===== config.mk =====
export PLATFORM = sky130hd
export DESIGN_NAME = pe_mem_port_arbiter
export DESIGN_NICKNAME = d
export VERILOG_FILES = /design/src/rtl/pe_mem_arb_pkg.sv /design/src/rtl/pe_mem_rd_tag_pipe.sv /design/src/rtl/pe_mem_port_arbiter.sv
export SDC_FILE = /design/constraint.sdc
export NUM_CORES = 1
export LEC_CHECK = 0
export BUFFER_PORTS_ARGS = -buffer_cell sky130_fd_sc_hd__buf_2
export CAP_MARGIN = 30
export CORE_AREA = 2 2 95 97
export DETAILED_ROUTE_END_ITERATION = 7
export DIE_AREA = 0 0 97 99
export GPL_TIMING_DRIVEN = 0
export PLACE_DENSITY = 0.52
export SYNTH_ARGS = -nofsm -noshare
export SYNTH_HDL_FRONTEND = slang
export SYNTH_SLANG_ARGS = --single-unit
export TNS_END_PERCENT = 10

===== constraint.sdc =====
create_clock -name clk -period 1.9 [get_ports clk]
set_input_delay 0.38 -clock clk [delete_from_list [all_inputs] [get_ports clk]]
set_output_delay 0.38 -clock clk [all_outputs]
set_load 0.005 [all_outputs]

===== src/rtl/pe_mem_arb_pkg.sv =====
// Shared types and default sizes for the PE-local SRAM port arbiter.
package pe_mem_arb_pkg;

    // Which requester owns an access or a returning read.
    typedef enum logic {
        SRC_DMA = 1'b0,
        SRC_LS  = 1'b1
    } pe_mem_src_e;

    // UNLOCKED: normal arbitration. DMA_LOCK: a DMA burst keeps the port.
    typedef enum logic {
        UNLOCKED = 1'b0,
        DMA_LOCK = 1'b1
    } pe_mem_arb_state_e;

    localparam int DEF_ADDR_W    = 12;
    localparam int DEF_DATA_W    = 32;
    localparam int DEF_BURST_MAX = 16;

endpackage


===== src/rtl/pe_mem_rd_tag_pipe.sv =====
// Read tag shift register: one stage per cycle of SRAM read latency, so the
// tag leaves the last stage in the same cycle its read data comes back.
module pe_mem_rd_tag_pipe
    import pe_mem_arb_pkg::*;
#(
    parameter int MEM_RD_LAT = 2
) (
    input  logic clk,
    input  logic reset_poweron,
    input  logic push_valid,
    input  logic push_src,
    output logic out_valid,
    output logic out_src
);

    logic [MEM_RD_LAT-1:0] valid_reg;
    logic [MEM_RD_LAT-1:0] src_reg;

    genvar gi;
    generate
        for (gi = 0; gi < MEM_RD_LAT; gi++) begin : g_stage
            if (gi == 0) begin : g_head
                // First stage captures the tag of the access issued this cycle.
                always_ff @(posedge clk) begin
                    if (reset_poweron) begin
                        valid_reg[0] <= 1'b0;
                        src_reg[0]   <= SRC_DMA;
                    end else begin
                        valid_reg[0] <= push_valid;
                        src_reg[0]   <= push_src;
                    end
                end
            end else begin : g_tail
                // Later stages just age the tag by one cycle.
                always_ff @(posedge clk) begin
                    if (reset_poweron) begin
                        valid_reg[gi] <= 1'b0;
                        src_reg[gi]   <= SRC_DMA;
                    end else begin
                        valid_reg[gi] <= valid_reg[gi-1];
                        src_reg[gi]   <= src_reg[gi-1];
                    end
                end
            end
        end
    endgenerate

    assign out_valid = valid_reg[MEM_RD_LAT-1];
    assign out_src   = src_reg[MEM_RD_LAT-1];

endmodule


===== src/rtl/pe_mem_port_arbiter.sv =====
// Shares one single-port SRAM between the DMA engine and the load/store unit.
// One access per cycle, DMA bursts stay contiguous up to BURST_MAX beats when
// load/store is waiting, and read data is steered back by a tag pipeline.
module pe_mem_port_arbiter
    import pe_mem_arb_pkg::*;
#(
    parameter int ADDR_W     = DEF_ADDR_W,
    parameter int DATA_W     = DEF_DATA_W,
    parameter int MEM_RD_LAT = 2,
    parameter int BURST_MAX  = DEF_BURST_MAX
) (
    input  logic              clk,
    input  logic              reset_poweron,
    input  logic              dma_req_valid,
    output logic              dma_req_ready,
    input  logic              dma_req_wr,
    input  logic              dma_req_last,
    input  logic [ADDR_W-1:0] dma_req_addr,
    input  logic [DATA_W-1:0] dma_req_wdata,
    output logic              dma_rsp_valid,
    output logic [DATA_W-1:0] dma_rsp_rdata,
    input  logic              ls_req_valid,
    output logic              ls_req_ready,
    input  logic              ls_req_wr,
    input  logic [ADDR_W-1:0] ls_req_addr,
    input  logic [DATA_W-1:0] ls_req_wdata,
    output logic              ls_rsp_valid,
    output logic [DATA_W-1:0] ls_rsp_rdata,
    output logic              mem_cs,
    output logic              mem_we,
    output logic [ADDR_W-1:0] mem_addr,
    output logic [DATA_W-1:0] mem_wdata,
    input  logic [DATA_W-1:0] mem_rdata
);

    localparam int               CNT_W   = $clog2(BURST_MAX + 1);
    localparam logic [CNT_W-1:0] CNT_MAX = CNT_W'(BURST_MAX);
    localparam logic [CNT_W-1:0] CNT_ONE = CNT_W'(1);

    pe_mem_arb_state_e state_reg, state_next;
    logic [CNT_W-1:0]  burst_cnt_reg, burst_cnt_next;
    logic [CNT_W-1:0]  burst_inc;
    pe_mem_src_e       rr_src_reg, rr_src_next;
    logic              grant_dma;
    logic              grant_ls;
    logic              rd_push_valid;
    logic              rd_push_src;
    logic              tag_valid;
    logic              tag_src;

    // Arbitration state, burst counter and round-robin pointer.
    always_ff @(posedge clk) begin
        if (reset_poweron) begin
            state_reg     <= UNLOCKED;
            burst_cnt_reg <= '0;
            rr_src_reg    <= SRC_DMA;
        end else begin
            state_reg     <= state_next;
            burst_cnt_reg <= burst_cnt_next;
            rr_src_reg    <= rr_src_next;
        end
    end

    // Grant selection and lock transitions; nothing is granted during reset.
    always_comb begin
        grant_dma      = 1'b0;
        grant_ls       = 1'b0;
        state_next     = state_reg;
        burst_cnt_next = burst_cnt_reg;
        rr_src_next    = rr_src_reg;
        burst_inc      = (burst_cnt_reg >= CNT_MAX) ? CNT_MAX : burst_cnt_reg + CNT_ONE;
        if (!reset_poweron) begin
            case (state_reg)
                UNLOCKED: begin
                    if (dma_req_valid && ls_req_valid) begin
                        grant_dma   = (rr_src_reg == SRC_DMA);
                        grant_ls    = (rr_src_reg == SRC_LS);
                        rr_src_next = (rr_src_reg == SRC_DMA) ? SRC_LS : SRC_DMA;
                    end else begin
                        grant_dma = dma_req_valid;
                        grant_ls  = ls_req_valid;
                    end
                    if (grant_dma && !dma_req_last) begin
                        if (ls_req_valid && (CNT_ONE >= CNT_MAX)) begin
                            // A one-beat cap is already used up by this beat.
                            rr_src_next = SRC_LS;
                        end else begin
                            state_next     = DMA_LOCK;
                            burst_cnt_next = CNT_ONE;
                        end
                    end
                end
                DMA_LOCK: begin
                    grant_dma = dma_req_valid;
                    if (!dma_req_valid || dma_req_last) begin
                        // Bubble or end of burst hands the port back.
                        state_next     = UNLOCKED;
                        burst_cnt_next = '0;
                    end else if (ls_req_valid && (burst_inc == CNT_MAX)) begin
                        // Cap reached with load/store waiting: it goes next.
                        state_next     = UNLOCKED;
                        burst_cnt_next = '0;
                        rr_src_next    = SRC_LS;
                    end else begin
                        burst_cnt_next = burst_inc;
                    end
                end
                default: begin
                    state_next     = UNLOCKED;
                    burst_cnt_next = '0;
                end
            endcase
        end
    end

    // SRAM strobe and operands come straight from the granted beat.
    always_comb begin
        mem_cs    = grant_dma | grant_ls;
        mem_we    = 1'b0;
        mem_addr  = '0;
        mem_wdata = '0;
        if (grant_dma) begin
            mem_we    = dma_req_wr;
            mem_addr  = dma_req_addr;
            mem_wdata = dma_req_wdata;
        end else if (grant_ls) begin
            mem_we    = ls_req_wr;
            mem_addr  = ls_req_addr;
            mem_wdata = ls_req_wdata;
        end
    end

    assign dma_req_ready = grant_dma;
    assign ls_req_ready  = grant_ls;

    assign rd_push_valid = (grant_dma & ~dma_req_wr) | (grant_ls & ~ls_req_wr);
    assign rd_push_src   = grant_ls ? SRC_LS : SRC_DMA;

    pe_mem_rd_tag_pipe #(
        .MEM_RD_LAT (MEM_RD_LAT)
    ) u_rd_tag_pipe (
        .clk           (clk),
        .reset_poweron (reset_poweron),
        .push_valid    (rd_push_valid),
        .push_src      (rd_push_src),
        .out_valid     (tag_valid),
        .out_src       (tag_src)
    );

    // Steer returning read data to its issuer; reset silences stale tags.
    assign dma_rsp_valid = tag_valid && (tag_src == SRC_DMA) && !reset_poweron;
    assign ls_rsp_valid  = tag_valid && (tag_src == SRC_LS) && !reset_poweron;
    assign dma_rsp_rdata = dma_rsp_valid ? mem_rdata : '0;
    assign ls_rsp_rdata  = ls_rsp_valid ? mem_rdata : '0;

endmodule


==> results of run 1 <==
-- cell families after synthesis --
group / after synthesis
and+or+nand+nor: 94
adders and majority gates: 2
buffers and inverters: 21
muxes: 1
DFF: 11
AOI/OAI and AO/OA: 62
-- power groups by stage --
stage               Sequential, mW  Combinational (mW)  Clock (mW)
global route                 0.250               0.494       0.255
detailed placement           0.253               0.399           0
global placement             0.253               0.396           0
CTS                          0.248               0.450       0.241
floorplan                    0.251               0.158           0
finish                       0.248               0.449       0.242
-- Yosys cell counts (all sizes together), types with 2 or more instances --
cell type  count
and2          65
a22o          45
dfxtp         11
buf           10
clkbuf         8
nor2           6
nor2b          6
o21ai          5
nand2          4
a21oi          3
inv            3
o31ai          3
a31oi          2
ha             2
nand2b         2
nand3          2
nand3b         2
nor3           2
or3            2
-- layer usage --
metal | wire length (µm) | share of wire | global-route usage | vias up
met4 | 46 | 0.0062 | 0.0271 | 0
li1 | - | - | - | 1190
met2 | 3930 | 0.53 | 0.278 | 160
met1 | 2730 | 0.37 | 0.163 | 1065
met3 | 712 | 0.096 | 0.0255 | 4
met5 | 0 | 0 | 0 | -
-- cell type report --
class                   instances  share of cell area
plain buffers                  17              0.0459
clock buffers                   4              0.0149
inverters                       3             0.00372
multi-input cells             159               0.381
flip-flops and latches         11              0.0745
well taps                     108              0.0447
repair buffers                249               0.436
-- worst max-delay path, stage by stage, from the launching register on --
cell,delay [ns]
dfxtp_4,0.35
nor2b_4,0.05
buf_12,0.12
a211oi_4,0.25
buf_6,0.18
buf_4,0.14
a22o_1,0.13
buf_2,0.11
-- worst max-delay path by stage --
stage	from	end	slack (ns)	depth (start not counted)
floorplan	ls_req_valid	mem_wdata[10]	0.25	5
global placement	ls_req_valid	mem_wdata[0]	-0.27	8
detailed placement	ls_req_valid	mem_wdata[0]	-0.31	8
CTS	state_reg	mem_we	-0.10	7
global route	state_reg	mem_wdata[17]	-0.16	7
finish	state_reg	mem_wdata[13]	-0.06	7
-- stage by stage --
| step | instances | TNS, ns | power, mW | worst slack, ns |
|---|---|---|---|---|
| after floorplan | 191 | 0 | 0.409 | 0.253 |
| after detailed placement | 538 | -13.45 | 0.653 | -0.307 |
| after global placement | 538 | -12.02 | 0.648 | -0.273 |
| final | 551 | -1.49 | 0.939 | -0.0642 |
| after global routing | 551 | -9.17 | 0.999 | -0.163 |
| after CTS | 551 | -3.02 | 0.939 | -0.104 |
-- repair_timing --
| action | 4_1_cts | 5_1_grt |
|---|---|---|
| gates resized for setup | 29 | 6 |
| setup buffers | 7 | 0 |
| pin swaps | 15 | 5 |
| cloned | 3 | 0 |
| setup endpoints to repair | 108 | 75 |
| hold buffers | 0 | 0 |
==> impl_metrics.py, run 1 <==
metrics = {
    "outcome": {
        "outcome": "finished, violations left",
        "violations": "negative setup slack",
    },
    "die": {
        "die_w_um": 97,
        "die_h_um": 99,
        "core.rowCount": 34,
        "io_pins": 241,
        "core_um2": 8550,
        "start_util": 0.170,
        "die_area_um2": 9600,
    },
    "timing": {
        "finalCritPeriodShare": 1.03,
        "finalMaxSlewViolations": 0,
        "slew_headroom": 0.716,
        "setup_violations": 41,
        "rsz0062_at_grt": "yes",
        "finClkSkew_ns": 0.00705,
        "setup_ws_ns": -0.0642,
        "hold_viol_final": 0,
        "max_freq_ghz": 0.509,
        "whs_ns": 0.347,
        "period_needed_ns": 1.96,
        "tightest_slew_ns": 0.426,
    },
    "synthesis": {
        "synth.area.top_cells": "and2_1 (28%), a22o_1 (27%), dfxtp_1 (15%)",
        "synth_seq_area_share": 0.152,
        "syn_avg_cell_area_um2": 7.59,
        "async_flop_share": 0,
        "synth_area_um2": 1450,
        "synth_adder_area_share": 0.0173,
        "yosys_warnings": 0,
        "synthFlopType": "dfxtp_1",
        "synth_edf_count": 0,
        "yosys.area_share.simple": 0.397,
        "synth.area.mux_share": 0.00777,
        "syn_inst": 191,
        "synth_seq_cells": 11,
        "synth_top_area_frac": 0.280,
        "synth_top_area_cell": "and2_1",
        "ys_types": 32,
        "synth_nets": 320,
        "synth_top_family_by_area": "simple AND/OR/NAND/NOR gates",
        "synth-compound-area-share": 0.353,
        "synth_xor_area_frac": 0,
    },
    "pwr": {
        "p_comb_frac": 0.478,
        "seq_power_share": 0.264,
        "power_switching_share": 0.307,
        "power_switching_mw": 0.288,
        "powerDensity_nw_per_um2": 310,
        "p_leak_nw": 1.84,
        "power.internal_mw": 0.651,
        "peakVddDrop_mv": 0.171,
        "clock_power_share": 0.257,
    },
    "cells_and_area": {
        "multi_input_area_um2": 1150,
        "largest_reg_flops": 5,
        "regArea_um2": 225,
        "finalInstanceArea_um2": 3020,
        "drive_gt1_frac": 0.632,
        "layout_commonest_cell": "buf_2",
        "fillers": 943,
        "layout.nets": 573,
        "diodes": 0,
        "final_util": 0.354,
        "mostFrequentLayoutCells": "buf_2 (240), and2_1 (65), a22o_1 (45), dfxtp_1 (9)",
        "syn_to_final_growth_pct": 109,
    },
    "worst_setup_path": {
        "r2r_slack_ns": 0.31,
        "r2r-end": "rr_src_reg",
        "critPathLaunchType": "flop",
        "path_class": "flop to output pin",
        "cp.arrival_ns": 1.58,
        "cp-end-kind": "output pin",
        "r2r_start": "burst_cnt_reg[0]",
        "cp_max_fo": 7,
        "r2r_cells": 5,
        "required_ns": 1.52,
    },
    "detailed_routing": {
        "dr.pass1.iters": 4,
        "wl_per_cell_um": 13.5,
        "vias": 2419,
        "via_per_inst": 4.39,
        "drtIter0Drc": 87,
        "antenna_left": 0,
        "wl_mm": 7.42,
        "drc_errors": 0,
    },
    "grt": {
        "antenna_found_initial": 0,
        "grt_overflow": 0,
        "grt_usage": 0.143,
        "grt_pass1_vias": 2304,
        "grt_first_pass_wirelength_mm": 11.4,
        "grt_max_degree": 11,
    },
    "hold_path": {
        "hold_end": "u_rd_tag_pipe.valid_reg[0]",
        "min_path_cells": 2,
        "hold_start": "ls_req_wr",
        "hp-class": "primary input to flop",
    },
    "place": {
        "port_buffers": 239,
        "dp.final_hpwl_mm": 6.30,
        "placedInstanceArea_um2": 2780,
        "gp_congestion": 0.850,
    },
    "clock_network": {
        "tritoncts": "built",
        "cts_num_sinks": 11,
        "clkTransAtPathRegs_ns": 0.05,
        "worstSkewPairLatency_ns": 0.24,
        "clock_path_buffers": 2,
        "numCtsBuffers": 3,
        "cts_root_buf": "clkbuf_8",
        "cts_max_level": 1,
    },
    "job": {
        "cap_viol_max_count": 0,
    },
}
Power figures use the tool's default switching activity.
==> run 2, diff against run 1 <==
--- a/config.mk
+++ b/config.mk
@@ -15,4 +15,4 @@
 export SYNTH_ARGS = -nofsm -noshare
 export SYNTH_HDL_FRONTEND = slang
 export SYNTH_SLANG_ARGS = --single-unit
-export TNS_END_PERCENT = 10
+export TNS_END_PERCENT = 20
==> impl_metrics.py, run 2 (same netlist as run 1, synthesis figures left out) <==
metrics = {
    "cells_and_area": {
        "layout.nets": 573,
        "drive_gt1_frac": 0.632,
        "syn_to_final_growth_pct": 109,
        "diodes": 0,
        "stdcell_count": 551,
        "largest_reg_flops": 5,
        "final_util": 0.354,
        "layout_commonest_cell": "buf_2",
        "mostFrequentLayoutCells": "buf_2 (240), and2_1 (65), a22o_1 (45), dfxtp_1 (9)",
    },
    "grt": {
        "grt_max_degree": 11,
        "grt_first_pass_wirelength_mm": 11.4,
        "grt_usage": 0.143,
        "grt_overflow": 0,
        "antenna_found_initial": 0,
        "grt_pass1_vias": 2304,
    },
    "worst_setup_path": {
        "cp-end-kind": "output pin",
        "critPathLaunchType": "flop",
        "cp.arrival_ns": 1.58,
        "path_class": "flop to output pin",
        "required_ns": 1.52,
        "cp_max_fo": 10,
    },
    "die": {
        "io_pins": 241,
        "die_h_um": 99,
        "die_area_um2": 9600,
        "die_w_um": 97,
        "core.rowCount": 34,
        "start_util": 0.170,
        "core_um2": 8550,
    },
    "clock_network": {
        "worstSkewPairLatency_ns": 0.24,
        "cts_num_sinks": 11,
        "numCtsBuffers": 3,
        "clock_path_buffers": 2,
        "cts_max_level": 1,
        "tritoncts": "built",
        "clkTransAtPathRegs_ns": 0.05,
        "cts_root_buf": "clkbuf_8",
        "ctsHoldBuffers": 0,
    },
    "timing": {
        "slew_headroom": 0.720,
        "hold_viol_final": 0,
        "setup_violations": 41,
        "finClkSkew_ns": 0.00624,
        "max_freq_ghz": 0.509,
        "finalMaxSlewViolations": 0,
        "setup_ws_ns": -0.0640,
        "finalCritPeriodShare": 1.03,
        "fin_setup_tns_ns": -1.47,
        "tightest_slew_ns": 0.419,
        "period_needed_ns": 1.96,
        "rsz0062_at_grt": "yes",
    },
    "detailed_routing": {
        "dr.pass1.iters": 4,
        "drtIter0Drc": 61,
        "via_per_inst": 4.39,
        "antenna_left": 0,
        "vias": 2417,
        "drc_errors": 0,
        "wl_per_cell_um": 13.4,
        "wl_mm": 7.39,
    },
    "outcome": {
        "outcome": "finished, violations left",
        "violations": "negative setup slack",
    },
    "place": {
        "gp_congestion": 0.850,
        "placed_cells": 538,
        "port_buffers": 239,
        "dp.final_hpwl_mm": 6.30,
    },
    "pwr": {
        "p_leak_nw": 1.84,
        "power.total_mw": 0.938,
        "powerDensity_nw_per_um2": 310,
        "peakVddDrop_mv": 0.171,
    },
    "hold_path": {
        "hp-class": "primary input to flop",
    },
    "job": {
        "cap_viol_max_count": 0,
    },
}
## run 2: cell counts in the layout (fill, tap and decap cells not counted)
No cell type changed its count.
## run 2: final timing paths
| check | start | endpoint | slack [ns] | depth (start not counted) |
|---|---|---|---|---|
| worst max register to register | burst_cnt_reg[0] | rr_src_reg | 0.32 | 5 |
| worst min register to register | u_rd_tag_pipe.src_reg[0] | u_rd_tag_pipe.out_src | 0.43 | 1 |
| worst min-delay path | ls_req_wr | u_rd_tag_pipe.valid_reg[0] | 0.35 | 2 |
| worst max-delay path | state_reg | mem_wdata[25] | -0.06 | 7 |
## run 2: layer usage
metal / global-route usage / wire length (µm) / up-vias
met5: 0 / 0 / -
met4: 0.0271 / 46 / 0
met3: 0.0255 / 726 / 4
met2: 0.278 / 3910 / 163
met1: 0.163 / 2700 / 1060
li1: - / - / 1190
## run 2: area by class of cell
class                      instances  area, µm²
clock buffer                       4       45.0
inverter                           3       11.3
sequential                        11        225
multi-input combinational        159       1150
buffer                            17        139
tap                              108        135
timing repair buffer             249       1320
fill                             943       5530
## run 2: through the flow
step                cell area (µm²)  setup WS [ns]  hold slack (ns)
floorplan                      1450          0.253            0.414
global placement               2780         -0.273            0.420
detailed placement             2780         -0.307            0.424
CTS                            3010         -0.105            0.350
global route                   3020         -0.163            0.370
finish                         3020        -0.0640            0.347
## run 2: repair_timing
action	4_1_cts	5_1_grt
gates cloned	3	0
setup endpoints to repair	108	75
pin swaps	8	6
buffers inserted	7	0
resized for setup	29	6
hold endpoints to repair	0	0
## run 2: critical path, cell delays in order, from the launching register on
cell and delay, ns:
dfxtp_4 0.35, nor2b_4 0.05, buf_12 0.12, a211oi_4 0.25, buf_6 0.18, buf_8 0.13
a22o_1 0.13, buf_2 0.12
## run 2: power by group
group,total (mW),switching [mW],internal [mW],leakage (nW)
Combinational,0.449,0.185,0.263,1.73
Sequential,0.248,0.00842,0.240,0.0908
Clock,0.241,0.0935,0.148,0.0228
Total,0.938,0.287,0.651,1.84
==> run 3, diff against run 2 <==
--- a/config.mk
+++ b/config.mk
@@ -7,11 +7,12 @@
 export LEC_CHECK = 0
 export BUFFER_PORTS_ARGS = -buffer_cell sky130_fd_sc_hd__buf_2
 export CAP_MARGIN = 30
-export CORE_AREA = 2 2 95 97
+export CORE_AREA = 5 5 90 92
 export DETAILED_ROUTE_END_ITERATION = 7
-export DIE_AREA = 0 0 97 99
+export DIE_AREA = 0 0 95 97
 export GPL_TIMING_DRIVEN = 0
-export PLACE_DENSITY = 0.52
+export PLACE_DENSITY = 0.6
+export REMOVE_ABC_BUFFERS = 1
 export SYNTH_ARGS = -nofsm -noshare
 export SYNTH_HDL_FRONTEND = slang
 export SYNTH_SLANG_ARGS = --single-unit
==> impl_metrics.py, run 3 (same netlist as run 1, synthesis figures left out) <==
metrics = {
    "timing": {
        "setup_violations": 11,
        "finClkSkew_ns": 0.00293,
        "slew_headroom": 0.747,
        "whs_ns": 0.371,
        "tightest_slew_ns": 0.378,
        "max_freq_ghz": 0.509,
        "setup_ws_ns": -0.0660,
        "finalMaxSlewViolations": 0,
        "hold_viol_final": 0,
        "period_needed_ns": 1.97,
        "rsz0062_at_grt": "yes",
        "finalCritPeriodShare": 1.03,
    },
    "detailed_routing": {
        "vias": 2367,
        "antenna_left": 0,
        "via_per_inst": 4.42,
        "dr.pass1.iters": 4,
        "drc_errors": 0,
        "wl_per_cell_um": 15.1,
        "drtIter0Drc": 50,
        "wl_mm": 8.10,
    },
    "worst_setup_path": {
        "r2r_start": "burst_cnt_reg[0]",
        "path_class": "primary input to output pin",
        "r2r-end": "rr_src_reg",
        "critPathLaunchType": "primary input",
        "startpoint": "dma_req_valid",
        "cp-end-kind": "output pin",
        "r2r_cells": 5,
        "cp-endpoint": "mem_cs",
        "required_ns": 1.52,
        "cp.arrival_ns": 1.59,
        "cp_max_fo": 11,
        "r2r_slack_ns": 0.34,
    },
    "cells_and_area": {
        "layout.nets": 567,
        "syn_to_final_growth_pct": 109,
        "diodes": 0,
        "drive_gt1_frac": 0.634,
        "multi_input_area_um2": 1220,
        "layout_commonest_cell": "buf_2",
        "final_util": 0.425,
        "regArea_um2": 225,
        "fillers": 789,
        "largest_reg_flops": 5,
        "mostFrequentLayoutCells": "buf_2 (238), and2_1 (65), a22o_1 (45), dfxtp_1 (9), buf_4 (8)",
    },
    "grt": {
        "grt_pass1_vias": 2226,
        "grt_max_degree": 34,
        "grt_usage": 0.158,
        "antenna_found_initial": 0,
        "grt_first_pass_wirelength_mm": 11.7,
        "grt_overflow": 0,
    },
    "pwr": {
        "peakVddDrop_mv": 0.175,
        "powerDensity_nw_per_um2": 310,
        "seq_power_share": 0.267,
        "power_switching_share": 0.309,
        "p_comb_frac": 0.487,
        "power_switching_mw": 0.291,
        "clock_power_share": 0.246,
        "p_leak_nw": 1.81,
        "power.internal_mw": 0.650,
    },
    "die": {
        "die_area_um2": 9220,
        "io_pins": 241,
        "start_util": 0.203,
        "die_w_um": 95,
        "core.rowCount": 31,
        "die_h_um": 97,
        "core_um2": 7140,
    },
    "clock_network": {
        "cts_num_sinks": 11,
        "clock_path_buffers": 2,
        "clkTransAtPathRegs_ns": 0.05,
        "cts_root_buf": "clkbuf_8",
        "worstSkewPairLatency_ns": 0.23,
        "numCtsBuffers": 3,
        "ctsHoldBuffers": 0,
        "cts_max_level": 1,
        "tritoncts": "built",
    },
    "hold_path": {
        "hp-class": "primary input to flop",
    },
    "place": {
        "dp.final_hpwl_mm": 6.73,
        "pre_cts_ws_ns": -0.637,
        "port_buffers": 240,
        "gp_congestion": 0.881,
    },
    "job": {
        "cap_viol_max_count": 0,
    },
    "outcome": {
        "outcome": "finished, violations left",
        "violations": "negative setup slack",
    },
}
run 3: cell types whose count changed in the layout (fill, tap and decap cells not counted), sizes merged:
cell	delta
nor2	+3
clkbuf	-7
a211oi	+1
inv	-1
clkinvlp	+1
buf	-3
run 3: worst min path at each step:
stage / slack, ns / from / to / cells past startpoint
6_report: 0.37 / ls_req_wr / u_rd_tag_pipe.valid_reg[0] / 2
5_1_grt: 0.38 / ls_req_wr / u_rd_tag_pipe.valid_reg[0] / 2
4_1_cts: 0.37 / ls_req_wr / u_rd_tag_pipe.valid_reg[0] / 2
3_5_place_dp: 0.43 / u_rd_tag_pipe.valid_reg[0] / u_rd_tag_pipe.out_valid / 1
3_3_place_gp: 0.42 / u_rd_tag_pipe.src_reg[0] / u_rd_tag_pipe.out_src / 1
2_1_floorplan: 0.41 / u_rd_tag_pipe.src_reg[0] / u_rd_tag_pipe.out_src / 1
run 3: area by class of cell:
| type | count | area share |
|---|---|---|
| inverters | 3 | 0.00495 |
| well taps | 99 | 0.0408 |
| clock buffers | 4 | 0.0148 |
| multi-input cells | 163 | 0.401 |
| flip-flops and latches | 11 | 0.0742 |
| repair buffers | 256 | 0.464 |
run 3: per-layer routing:
metal,routed length [µm],part of all wire,up-vias,GRT usage
li1,-,-,1180,-
met1,2670,0.33,1031,0.148
met2,4150,0.51,148,0.311
met3,1170,0.14,8,0.0675
met4,114,0.014,0,0.0311
met5,0,0,-,0
run 3: per-stage QoR:
step / total power, mW / area (µm²) / TNS (ns) / std cells
floorplan: 0.392 / 1360 / -45.80 / 173
global placement: 0.631 / 2680 / -102.63 / 512
detailed placement: 0.647 / 2720 / -34.31 / 514
CTS: 0.933 / 2950 / -2.05 / 529
global route: 1.00 / 3040 / -3.34 / 536
finish: 0.942 / 3040 / -0.207 / 536
run 3: power groups by stage:
| stage | clock network [mW] | logic, mW | registers [mW] |
|---|---|---|---|
| after CTS | 0.237 | 0.445 | 0.252 |
| final | 0.231 | 0.459 | 0.252 |
| after floorplan | 0 | 0.141 | 0.251 |
| after global placement | 0 | 0.379 | 0.252 |
| after detailed placement | 0 | 0.393 | 0.254 |
| after global routing | 0.250 | 0.499 | 0.253 |
run 3: what timing repair did:
action,4_1_cts,5_1_grt
buffers inserted,7,7
cloned,4,0
pin swaps,19,17
hold endpoints to repair,0,0
endpoints found under the setup margin,105,104
resized for setup,16,5
run 3: worst max-delay path, cell delays in order:
cell        delay (ns)
buf_4             0.12
clkinvlp_4        0.10
o21ai_4           0.35
nor2_4            0.08
buf_12            0.15
or2_2             0.26
buf_2             0.13
